[src/rtl/pong_referee.sv]
// Pong referee: serve/play/score sequencing, tick-paced ball moves and
// registered collision decisions (wall, paddle, miss) with per-code cooldown.
package pong_referee_pkg;
  typedef enum logic [2:0] {
    ST_IDLE      = 3'd0,
    ST_SERVE     = 3'd1,
    ST_PLAY      = 3'd2,
    ST_SCORED    = 3'd3,
    ST_GAME_OVER = 3'd4
  } state_t;

  typedef enum logic [1:0] {
    BNC_NONE   = 2'b00,
    BNC_PADDLE = 2'b01,
    BNC_WALL   = 2'b10
  } bounce_t;
endpackage

module pong_referee
  import pong_referee_pkg::*;
#(
  parameter int unsigned SCREEN_Y    = 100,
  parameter int unsigned BALL_SIZE   = 5,
  parameter int unsigned PADDLE_XL   = 4,
  parameter int unsigned PADDLE_XR   = 95,
  parameter int unsigned PADDLE_H    = 20,
  parameter int unsigned TICK_DIV    = 4,
  parameter int unsigned SERVE_DELAY = 8,
  parameter int unsigned WIN_SCORE   = 5
) (
  input  logic       clock,
  input  logic       reset,
  input  logic       start,
  input  logic [9:0] ball_x,
  input  logic [9:0] ball_y,
  input  logic [9:0] paddle_l_y,
  input  logic [9:0] paddle_r_y,
  output logic [1:0] bounce,
  output logic       ball_rst,
  output logic       move_en,
  output logic [3:0] score_l,
  output logic [3:0] score_r,
  output logic       game_over,
  output logic [2:0] state
);

  localparam int unsigned TW = (TICK_DIV > 1) ? $clog2(TICK_DIV) : 1;
  localparam int unsigned SW = (SERVE_DELAY > 1) ? $clog2(SERVE_DELAY) : 1;
  localparam logic [TW-1:0] C_TICK_LAST  = TW'(TICK_DIV - 1);
  localparam logic [SW-1:0] C_SERVE_LAST = SW'(SERVE_DELAY - 1);
  localparam logic [10:0]   C_BALL   = 11'(BALL_SIZE);
  localparam logic [10:0]   C_SCREEN = 11'(SCREEN_Y);
  localparam logic [10:0]   C_XL     = 11'(PADDLE_XL);
  localparam logic [10:0]   C_XR     = 11'(PADDLE_XR);
  localparam logic [10:0]   C_PH     = 11'(PADDLE_H);
  localparam logic [10:0]   C_WIN    = 11'(WIN_SCORE);
  localparam logic [3:0]    C_WIN4   = 4'(WIN_SCORE);

  state_t          r_state, w_state_nxt;
  bounce_t         r_bounce, w_bounce_nxt;
  logic [TW-1:0]   r_tick_cnt;
  logic [SW-1:0]   r_serve_cnt;
  logic [3:0]      r_score_l, r_score_r;
  logic            r_ball_rst, r_move_en, r_game_over;
  logic            r_cool_wall, r_cool_paddle;

  logic [10:0] w_bx, w_by, w_pl, w_pr, w_inc_l, w_inc_r;
  logic [3:0]  w_sat_l, w_sat_r;
  logic        w_run, w_tick, w_play_tick, w_wall, w_ovl_l, w_ovl_r;
  logic        w_at_l, w_at_r, w_miss_l, w_miss_r, w_miss, w_paddle;

  // Geometry is evaluated in 11 bits so ball_y+BALL_SIZE cannot wrap.
  assign w_bx = {1'b0, ball_x};
  assign w_by = {1'b0, ball_y};
  assign w_pl = {1'b0, paddle_l_y};
  assign w_pr = {1'b0, paddle_r_y};

  assign w_run       = (r_state == ST_SERVE) || (r_state == ST_PLAY);
  assign w_tick      = w_run && (r_tick_cnt == C_TICK_LAST);
  assign w_play_tick = (r_state == ST_PLAY) && w_tick;

  assign w_wall   = (w_by == 11'd0) || (w_by + C_BALL >= C_SCREEN);
  assign w_ovl_l  = (w_by + C_BALL > w_pl) && (w_by < w_pl + C_PH);
  assign w_ovl_r  = (w_by + C_BALL > w_pr) && (w_by < w_pr + C_PH);
  assign w_at_l   = (w_bx <= C_XL);
  assign w_at_r   = (w_bx + C_BALL >= C_XR);
  assign w_miss_l = w_at_l && !w_ovl_l;
  assign w_miss_r = !w_at_l && w_at_r && !w_ovl_r;
  assign w_miss   = w_miss_l || w_miss_r;
  assign w_paddle = (w_at_l && w_ovl_l) || (!w_at_l && w_at_r && w_ovl_r);

  assign w_inc_l = {7'd0, r_score_l} + 11'd1;
  assign w_inc_r = {7'd0, r_score_r} + 11'd1;
  assign w_sat_l = (w_inc_l >= C_WIN) ? C_WIN4 : w_inc_l[3:0];
  assign w_sat_r = (w_inc_r >= C_WIN) ? C_WIN4 : w_inc_r[3:0];

  // NOTE: every always_comb output gets a default first so no path can infer a latch.
  always_comb begin
    w_state_nxt = r_state;
    unique case (r_state)
      ST_IDLE:      if (start) w_state_nxt = ST_SERVE;
      ST_SERVE:     if (w_tick && r_serve_cnt == C_SERVE_LAST) w_state_nxt = ST_PLAY;
      ST_PLAY:      if (w_tick && w_miss) w_state_nxt = ST_SCORED;
      ST_SCORED:    w_state_nxt = (r_score_l == C_WIN4 || r_score_r == C_WIN4)
                                  ? ST_GAME_OVER : ST_SERVE;
      ST_GAME_OVER: if (start) w_state_nxt = ST_SERVE;
      default:      w_state_nxt = ST_IDLE;
    endcase
  end

  // A paddle contact always masks a simultaneous wall contact, even when cooled down.
  always_comb begin
    w_bounce_nxt = BNC_NONE;
    if (w_play_tick && !w_miss) begin
      if (w_paddle) begin
        if (!r_cool_paddle) w_bounce_nxt = BNC_PADDLE;
      end else if (w_wall && !r_cool_wall) begin
        w_bounce_nxt = BNC_WALL;
      end
    end
  end

  // NOTE: sequential state uses non-blocking assignments so every register samples pre-edge values.
  always_ff @(posedge clock) begin
    if (reset) begin
      r_state       <= ST_IDLE;
      r_tick_cnt    <= '0;
      r_serve_cnt   <= '0;
      r_score_l     <= '0;
      r_score_r     <= '0;
      r_bounce      <= BNC_NONE;
      r_ball_rst    <= 1'b0;
      r_move_en     <= 1'b0;
      r_game_over   <= 1'b0;
      r_cool_wall   <= 1'b0;
      r_cool_paddle <= 1'b0;
    end else begin
      r_state     <= w_state_nxt;
      r_bounce    <= w_bounce_nxt;
      r_ball_rst  <= (w_state_nxt == ST_SERVE) && (r_state != ST_SERVE);
      r_move_en   <= w_play_tick && (w_state_nxt == ST_PLAY);
      r_game_over <= (w_state_nxt == ST_GAME_OVER);

      if (w_state_nxt != r_state || !w_run || w_tick) r_tick_cnt <= '0;
      else                                             r_tick_cnt <= r_tick_cnt + 1'b1;

      if (w_state_nxt != r_state || r_state != ST_SERVE) r_serve_cnt <= '0;
      else if (w_tick)                                   r_serve_cnt <= r_serve_cnt + 1'b1;

      if (r_state != ST_PLAY) begin
        r_cool_wall   <= 1'b0;
        r_cool_paddle <= 1'b0;
      end else if (w_play_tick) begin
        r_cool_wall   <= (w_bounce_nxt == BNC_WALL);
        r_cool_paddle <= (w_bounce_nxt == BNC_PADDLE);
      end

      if ((r_state == ST_IDLE || r_state == ST_GAME_OVER) && start) begin
        r_score_l <= '0;
        r_score_r <= '0;
      end else if (w_play_tick && w_miss_l) begin
        r_score_r <= w_sat_r;
      end else if (w_play_tick && w_miss_r) begin
        r_score_l <= w_sat_l;
      end
    end
  end

  assign state     = r_state;
  assign bounce    = r_bounce;
  assign ball_rst  = r_ball_rst;
  assign move_en   = r_move_en;
  assign score_l   = r_score_l;
  assign score_r   = r_score_r;
  assign game_over = r_game_over;

endmodule

[config.mk]
export PLATFORM = sky130hd
export DESIGN_NAME = pong_referee
export DESIGN_NICKNAME = d
export VERILOG_FILES = /design/src/rtl/pong_referee.sv
export SDC_FILE = /design/constraint.sdc
export NUM_CORES = 1
export LEC_CHECK = 0
export ABC_CLOCK_PERIOD_IN_PS = 6500
export CAP_MARGIN = 20
export CELL_PAD_IN_SITES_DETAIL_PLACEMENT = 0
export CELL_PAD_IN_SITES_GLOBAL_PLACEMENT = 1
export CORE_MARGIN = 3
export CORE_UTILIZATION = 30
export CTS_CLUSTER_DIAMETER = 80
export DETAILED_ROUTE_END_ITERATION = 6
export PLACE_DENSITY_LB_ADDON = 0.12
export SYNTH_ARGS = -nofsm -noshare
export SYNTH_HDL_FRONTEND = slang
export SYNTH_SLANG_ARGS = --single-unit
[constraint.sdc]
create_clock -name clock -period 6.5 [get_ports clock]
set_input_delay 0.65 -clock clock [delete_from_list [all_inputs] [get_ports clock]]
set_output_delay 0.65 -clock clock [all_outputs]
set_load 0.1 [all_outputs]
==> qor.txt, run 1 <==
final setup violation count: 0
Simple-Gate Fraction of Synth Area: 23.6%
Synth-to-Final Area Change: 28.0%
number of global-route vias before repair: 2,423
starting DRC count in detailed routing: 103
unique cell type count in the Yosys netlist: 60
hold-fix buffers at CTS: 0
final core utilization: 40.4%
r2r setup slk: 4290 ps
cell area after placement: 3350 sq um
crit-path max FO: 9
initial core utilization: 31.5%
multiplexer share of the synthesized area: 1.51%
crit path capture type: register
Static Leak: 1.40 nW
share of cells above drive strength 1: 3.39%
Total GRT Usage: 13.3%
CP max stage delay: 690 ps
Primary FF master, synth: dfxtp_1
H-tree depth: 1
start of the worst register-to-register path: state[1]$_SDFF_PP0_
total CTS buffers: 3
Synth Area per Inst: 8.20 sq um
share of async-settable or async-resettable flops after synthesis: 0%
syn nets: 422
Slew Viols, Final: 0
row count: 33
Die Area: 10,000 sq um
Clock Latency Late Sink: 260 ps
Final Cell Area: 3400 sq um
placer congestion estimate: 0.809
vias: 2,475
Buffers on Ports: 58
adder and majority gate portion of the synthesized area: 25.9%
Synth top area share: 25.9%
Worst VDD drop: 0.0734 mV
Die X-Extent: 100 microns
Post-Place Setup Slack: 2340 ps
first-pass GRT wire length: 11,200 microns
Die Span Y: 100 microns
CTS clk-pin slew, worst paths: 80 ps
Seq cells post-synth: 23
Fillers: 893
Max stage delay cell, worst path: clkdlybuf4s50_1
worst hold start: r_tick_cnt[0]$_SDFF_PP0_
final WL: 6580 microns
CTS resizes: 0
min cycle time layout: 3890 ps
largest net degree at the start of global routing: 13
Max-slew headroom: 34.7%
Startpoint Class: input port
worst hold path class: register to register
clock buffer depth: 2
Final HPWL DP: 5680 microns
post-synthesis xor/xnor area fraction: 7.25%
wire per inst: 13.5 microns
Core ar.: 8420 sq um
Synth Area in Compound Gates: 20.0%
DR vias/cell: 5.07
RSZ-0062 raised after global routing: false
remaining antenna violation count after routing: 0
critical path's top delay family: simple AND/OR/NAND/NOR gates
drt drc: 0
Critical path origin: ball_y[3]
sequential area share after synthesis: 17.3%
Total Neg Setup Slack: 0 ps
worst setup margin: 2610 ps
most used cell, CP: nand3_1
antenna violations before repair: 0
Setup Crit Path Kind: input port to register
CP bufs+invs: 1
post-CTS setup buffers: 0
fmax: 257 MHz
drt pass-1 iters: 4
max-cap violation count: 0
CP cell instances: clkdlybuf4s50_1 -> nand4_2 -> nor2_1 -> nand3_1 -> xnor2_1 -> ha_1 -> nand3_1 -> nor4_1 -> o21ai_1 -> o211ai_2 -> or3b_1 -> o21ba_1 -> a311oi_1
Fin. Hold Viols: 0
Setup Skew: 1.95 ps
Synth area leader: ha_1
CP required: 6670 ps
Sink Count: 23
TritonCTS clock tree: done
grt total ovfl: 0
root buf cell: clkbuf_8
Worst EP arrival: 4060 ps
Syn Inst Count: 324
n_diodes: 0
WHS: 431 ps
Ys Warns: 0
I/O pins: 59
ranking of synthesized cells by area: ha_1, dfxtp_1, xnor2_1, a21oi_1, inv_1
PwrDens: 117 nW/um^2
largest family of logic cells by synthesized area: adder cells
status: finished clean
Mapped Area: 2660 sq um
Final Cycle Share: 59.8%
EDFF count, synth: 0
Net count, final: 482
Worst Max-Slew Pin Slew: 976 ps
[Yosys cell counts, types with 5 or more instances]
cell	number
nand3_1	20
a21oi_1	24
nor2_1	25
ha_1	55
dfxtp_1	23
nand2_1	16
nand4_1	5
a311oi_1	5
xor2_1	5
nor3_1	6
inv_1	28
xnor2_1	17
nor2b_1	8
a21o_1	6
o21ai_0	7
nor4_1	6
[metrics by stage]
stage	power, W	cells
2_1_floorplan	0.000250	324
3_3_place_gp	0.000313	484
3_5_place_dp	0.000314	484
4_1_cts	0.000405	488
5_1_grt	0.000430	488
6_report	0.000398	488
[cell families (layout without fill, tap and decap cells)]
family / after synthesis / in the layout
XOR/XNOR: 22 / 22
multiplexers: 4 / 4
adder cells (fa/ha/maj): 55 / 55
buffers and inverters: 31 / 90
flip-flops: 23 / 23
AO/OA/AOI/OAI: 75 / 75
AND/OR/NAND/NOR: 114 / 114
[routing by layer]
| layer | GRT usage, % | vias to the layer above | part of all wire, % |
|---|---|---|---|
| met2 | 20.7 | 44 | 42 |
| met1 | 20.0 | 1101 | 54 |
| met4 | 1.24 | 0 | 0.53 |
| li1 | - | 1326 | - |
| met5 | 0 | - | 0 |
| met3 | 2.02 | 4 | 4.2 |
[flip-flops by register name (all words and copies together), names as in the netlist]
| register | count |
|---|---|
| score_r | 4 |
| r_tick_cnt | 2 |
| ball_rst | 1 |
| r_cool_wall | 1 |
| bounce | 2 |
| game_over | 1 |
| r_cool_paddle | 1 |
| score_l | 4 |
| r_serve_cnt | 3 |
| move_en | 1 |
| state | 3 |
[power breakdown]
part | switching (W) | internal (W)
Clock | 0.0000437 | 0.0000437
Combinational | 0.0000894 | 0.0000775
Sequential | 0.00000122 | 0.000142
[worst register-to-register path, cell delays in order (launching register included)]
cell and delay [ps]:
dfxtp_1 450, nor2b_1 390, nand3b_1 270, or3b_1 560, o21ba_1 220, a311oi_1 230
[area by class of cell]
cell class | count | area (sq um) | share of cell area (%)
Clock buffer | 4 | 45.0 | 1.32
Sequential cell | 23 | 460 | 13.5
Timing Repair Buffer | 58 | 581 | 17.1
Inverter | 28 | 105 | 3.09
Tap cell | 105 | 131 | 3.86
Multi-Input combinational cell | 270 | 2080 | 61.1
[cell usage in the layout (no fill, tap or decap), types with 2 or more instances in the layout]
cell type and instances:
a211o_1 2, a211oi_1 3, a21o_1 6, a21oi_1 24, a311oi_1 5, a31oi_1 2, and2_1 2, clkbuf_8 3
clkdlybuf4s50_1 58, dfxtp_1 23, ha_1 55, inv_1 28, mux2i_1 4, nand2_1 16, nand2b_1 3, nand3_1 20
nand3b_1 4, nand4_1 5, nor2_1 25, nor2b_1 8, nor3_1 6, nor3b_1 4, nor4_1 6, nor4b_1 2
o2111ai_1 3, o211ai_1 3, o21ai_0 7, o22ai_1 2, o32ai_1 2, or4_1 2, xnor2_1 17, xor2_1 5
[final timing paths]
check	cells past startpoint	endpoint
max	13	score_r[2]$_SDFFE_PP0P_
min reg2reg	1	r_tick_cnt[0]$_SDFF_PP0_
max reg2reg	5	score_r[2]$_SDFFE_PP0P_
min	1	r_tick_cnt[0]$_SDFF_PP0_
(Power assumes the default switching activity.)
==> inputs of run 2 (changes only) <==
--- a/config.mk
+++ b/config.mk
@@ -5,7 +5,7 @@
 export SDC_FILE = /design/constraint.sdc
 export NUM_CORES = 1
 export LEC_CHECK = 0
-export ABC_CLOCK_PERIOD_IN_PS = 6500
+export ABC_CLOCK_PERIOD_IN_PS = 3910
 export CAP_MARGIN = 20
 export CELL_PAD_IN_SITES_DETAIL_PLACEMENT = 0
 export CELL_PAD_IN_SITES_GLOBAL_PLACEMENT = 1
==> constraint.sdc (replaced) <==
create_clock -name clock -period 3.91 [get_ports clock]
set_input_delay 0.391 -clock clock [delete_from_list [all_inputs] [get_ports clock]]
set_output_delay 0.391 -clock clock [all_outputs]
set_load 0.1 [all_outputs]
==> run 2 against run 1 <==
- sequential cell count is the same
- highest routed layer unchanged
- worst setup slack lost 2200 ps
- non-clock buffer count grew 9
- die area is the same
- cell count grew 1.8%
- combinational power grew 70%
- global-route usage grew 0.86 points
- cell area grew 2.0%
- sequential power grew 66%
- clock-buffer cell count is the same
- via count grew 1.8%
==> qor.txt, run 2 (same netlist as run 1, synthesis figures left out) <==
status: finished clean
starting DRC count in detailed routing: 70 (-32%)
placer congestion estimate: 0.821 (+1.6%)
Worst EP arrival: 3680 ps (-380 ps)
Synth-to-Final Area Change: 30.5%
Clock Latency Late Sink: 260 ps (about the same)
Total GRT Usage: 14.1% (+0.86 points)
CP max stage delay: 590 ps (-100 ps)
final core utilization: 41.2% (+0.80 points)
final WL: 6840 microns (+3.9%)
most frequent cells in the layout: clkdlybuf4s50_1, ha_1, inv_1
n_diodes: 0 (unchanged)
antenna violations before repair: 0 (unchanged)
wire per inst: 13.8 microns (+2.0%)
Worst VDD drop: 0.118 mV (+60%)
worst setup margin: 406 ps (-2200 ps)
GRT met3 Usage: 2.15% (+0.14 points)
Final HPWL DP: 5930 microns (+4.4%)
grt peak-use layer: met1
post-CTS setup buffers: 0 (unchanged)
DR vias/cell: 5.07 (about the same)
first-pass GRT wire length: 11,700 microns (+5.1%)
area occupied by registers: 460 sq um (unchanged)
Max stage delay cell, worst path: clkdlybuf4s50_1
Worst Max-Slew Pin Slew: 970 ps (-5.53 ps)
most used cell, CP: ha_1
Final Cycle Share: 89.6%
Static Leak: 1.44 nW (+3.0%)
Total Neg Setup Slack: 0 ps (unchanged)
remaining antenna violation count after routing: 0 (unchanged)
row count: 33 (unchanged)
crit-path max FO: 7 (-2)
CP required: 4090 ps (-2580 ps)
cell area after placement: 3420 sq um (+2.0%)
CTS resizes: 0 (unchanged)
Startpoint Class: input port
I/O pins: 59 (unchanged)
CP bufs+invs: 1 (unchanged)
met2 Track Usage GR: 21.2% (+0.46 points)
drt drc: 0 (unchanged)
critical path's top delay family: compound AO/OA/AOI/OAI gates
Final Cell Area: 3470 sq um (+2.0%)
fmax: 285 MHz
Setup Skew: 1.23 ps (-0.725 ps)
hold-fix buffers at CTS: 0 (unchanged)
PwrDens: 194 nW/um^2 (+66%)
RSZ-0062 raised after global routing: false
Buffers on Ports: 58 (unchanged)
Max-slew headroom: 35.1% (+0.37 points)
Die Area: 10,000 sq um (unchanged)
number of global-route vias before repair: 2,451 (+1.2%)
Setup Crit Path Kind: input port to register
clock buffer depth: 2 (unchanged)
worst hold path class: register to register
total CTS buffers: 3 (unchanged)
drt pass-1 iters: 4 (unchanged)
Fin. Hold Viols: 0 (unchanged)
Slew Viols, Final: 0 (unchanged)
r2r setup slk: 1700 ps (-2590 ps)
min cycle time layout: 3500 ps
Core ar.: 8420 sq um (unchanged)
CP cell instances: clkdlybuf4s50_1 -> ha_1 -> nor2_1 -> nor3b_1 -> xor2_1 -> ha_1 -> nand2_1 -> o211a_2 -> a211oi_1 -> o211ai_2 -> or3b_1 -> o21ba_1 -> a311oi_1
grt total ovfl: 0 (unchanged)
GRT met1 Usage: 22.0% (+2.0 points)
area of the multi-input gates: 2080 sq um (unchanged)
H-tree depth: 1 (unchanged)
Net count, final: 491 (+1.9%)
commonest non-fill, non-tap cell in the layout: clkdlybuf4s50_1
Post-Place Setup Slack: 141 ps (-2200 ps)
Fillers: 878 (-1.7%)
Sink Count: 23 (unchanged)
Die X-Extent: 100 microns (unchanged)
crit path capture type: register
final setup violation count: 0 (unchanged)
root buf cell: clkbuf_8
share of cells above drive strength 1: 5.61% (+2.2 points)
Die Span Y: 100 microns (unchanged)
TritonCTS clock tree: done
initial core utilization: 31.5% (unchanged)
max-cap violation count: 0 (unchanged)
largest net degree at the start of global routing: 13 (unchanged)
vias: 2,519 (+1.8%)
CTS clk-pin slew, worst paths: 80 ps (about the same)
-- run 2: cell types whose count changed in the layout (fill, tap and decap cells not counted) --
cell,before,now
buf_4,0,9
-- run 2: cell type report --
type / instances / share of cell area, %
multi-input cells: 270 / 59.9
repair buffers: 67 / 18.7
flip-flops and latches: 23 / 13.3
well taps: 105 / 3.79
inverters: 28 / 3.03
clock buffers: 4 / 1.30
-- run 2: worst reg2reg max path, delay by kind of cell (launching register included) --
kind             cells  cell delay, ps
AO/OA/AOI/OAI        2             450
flip-flops           1             460
AND/OR/NAND/NOR      3            1220
-- run 2: worst paths after layout --
check | from | to | depth (start not counted)
worst max register to register | state[1]$_SDFF_PP0_ | score_r[2]$_SDFFE_PP0P_ | 5
worst max-delay path | ball_y[1] | score_r[2]$_SDFFE_PP0P_ | 13
worst min-delay path | r_tick_cnt[0]$_SDFF_PP0_ | r_tick_cnt[0]$_SDFF_PP0_ | 1
worst min register to register | r_tick_cnt[0]$_SDFF_PP0_ | r_tick_cnt[0]$_SDFF_PP0_ | 1
-- run 2: per-stage QoR --
stage / std cells / power (W) / hold slack (ps)
4_1_cts: 497 / 0.000682 / 437
6_report: 497 / 0.000673 / 434
2_1_floorplan: 324 / 0.000416 / 405
5_1_grt: 497 / 0.000729 / 454
3_3_place_gp: 493 / 0.000529 / 414
3_5_place_dp: 493 / 0.000530 / 425
-- run 2: power breakdown --
group          internal (W)  switching, W
combinational      0.000135      0.000149
clock             0.0000728     0.0000769
sequential         0.000237    0.00000201
-- run 2: layer usage --
metal	share of wire [%]	routed length, microns	vias up
met5	0	0	-
li1	-	-	1340
met1	53	3620	1117
met3	4.8	330	2
met2	42	2860	60
met4	0.38	26	0
==> inputs of run 3 (changes only) <==
--- a/config.mk
+++ b/config.mk
@@ -5,7 +5,6 @@
 export SDC_FILE = /design/constraint.sdc
 export NUM_CORES = 1
 export LEC_CHECK = 0
-export ABC_CLOCK_PERIOD_IN_PS = 3910
 export CAP_MARGIN = 20
 export CELL_PAD_IN_SITES_DETAIL_PLACEMENT = 0
 export CELL_PAD_IN_SITES_GLOBAL_PLACEMENT = 1
==> results of run 3 <==
Same layout as run 2: the final DEF is identical, and so are final timing and power.
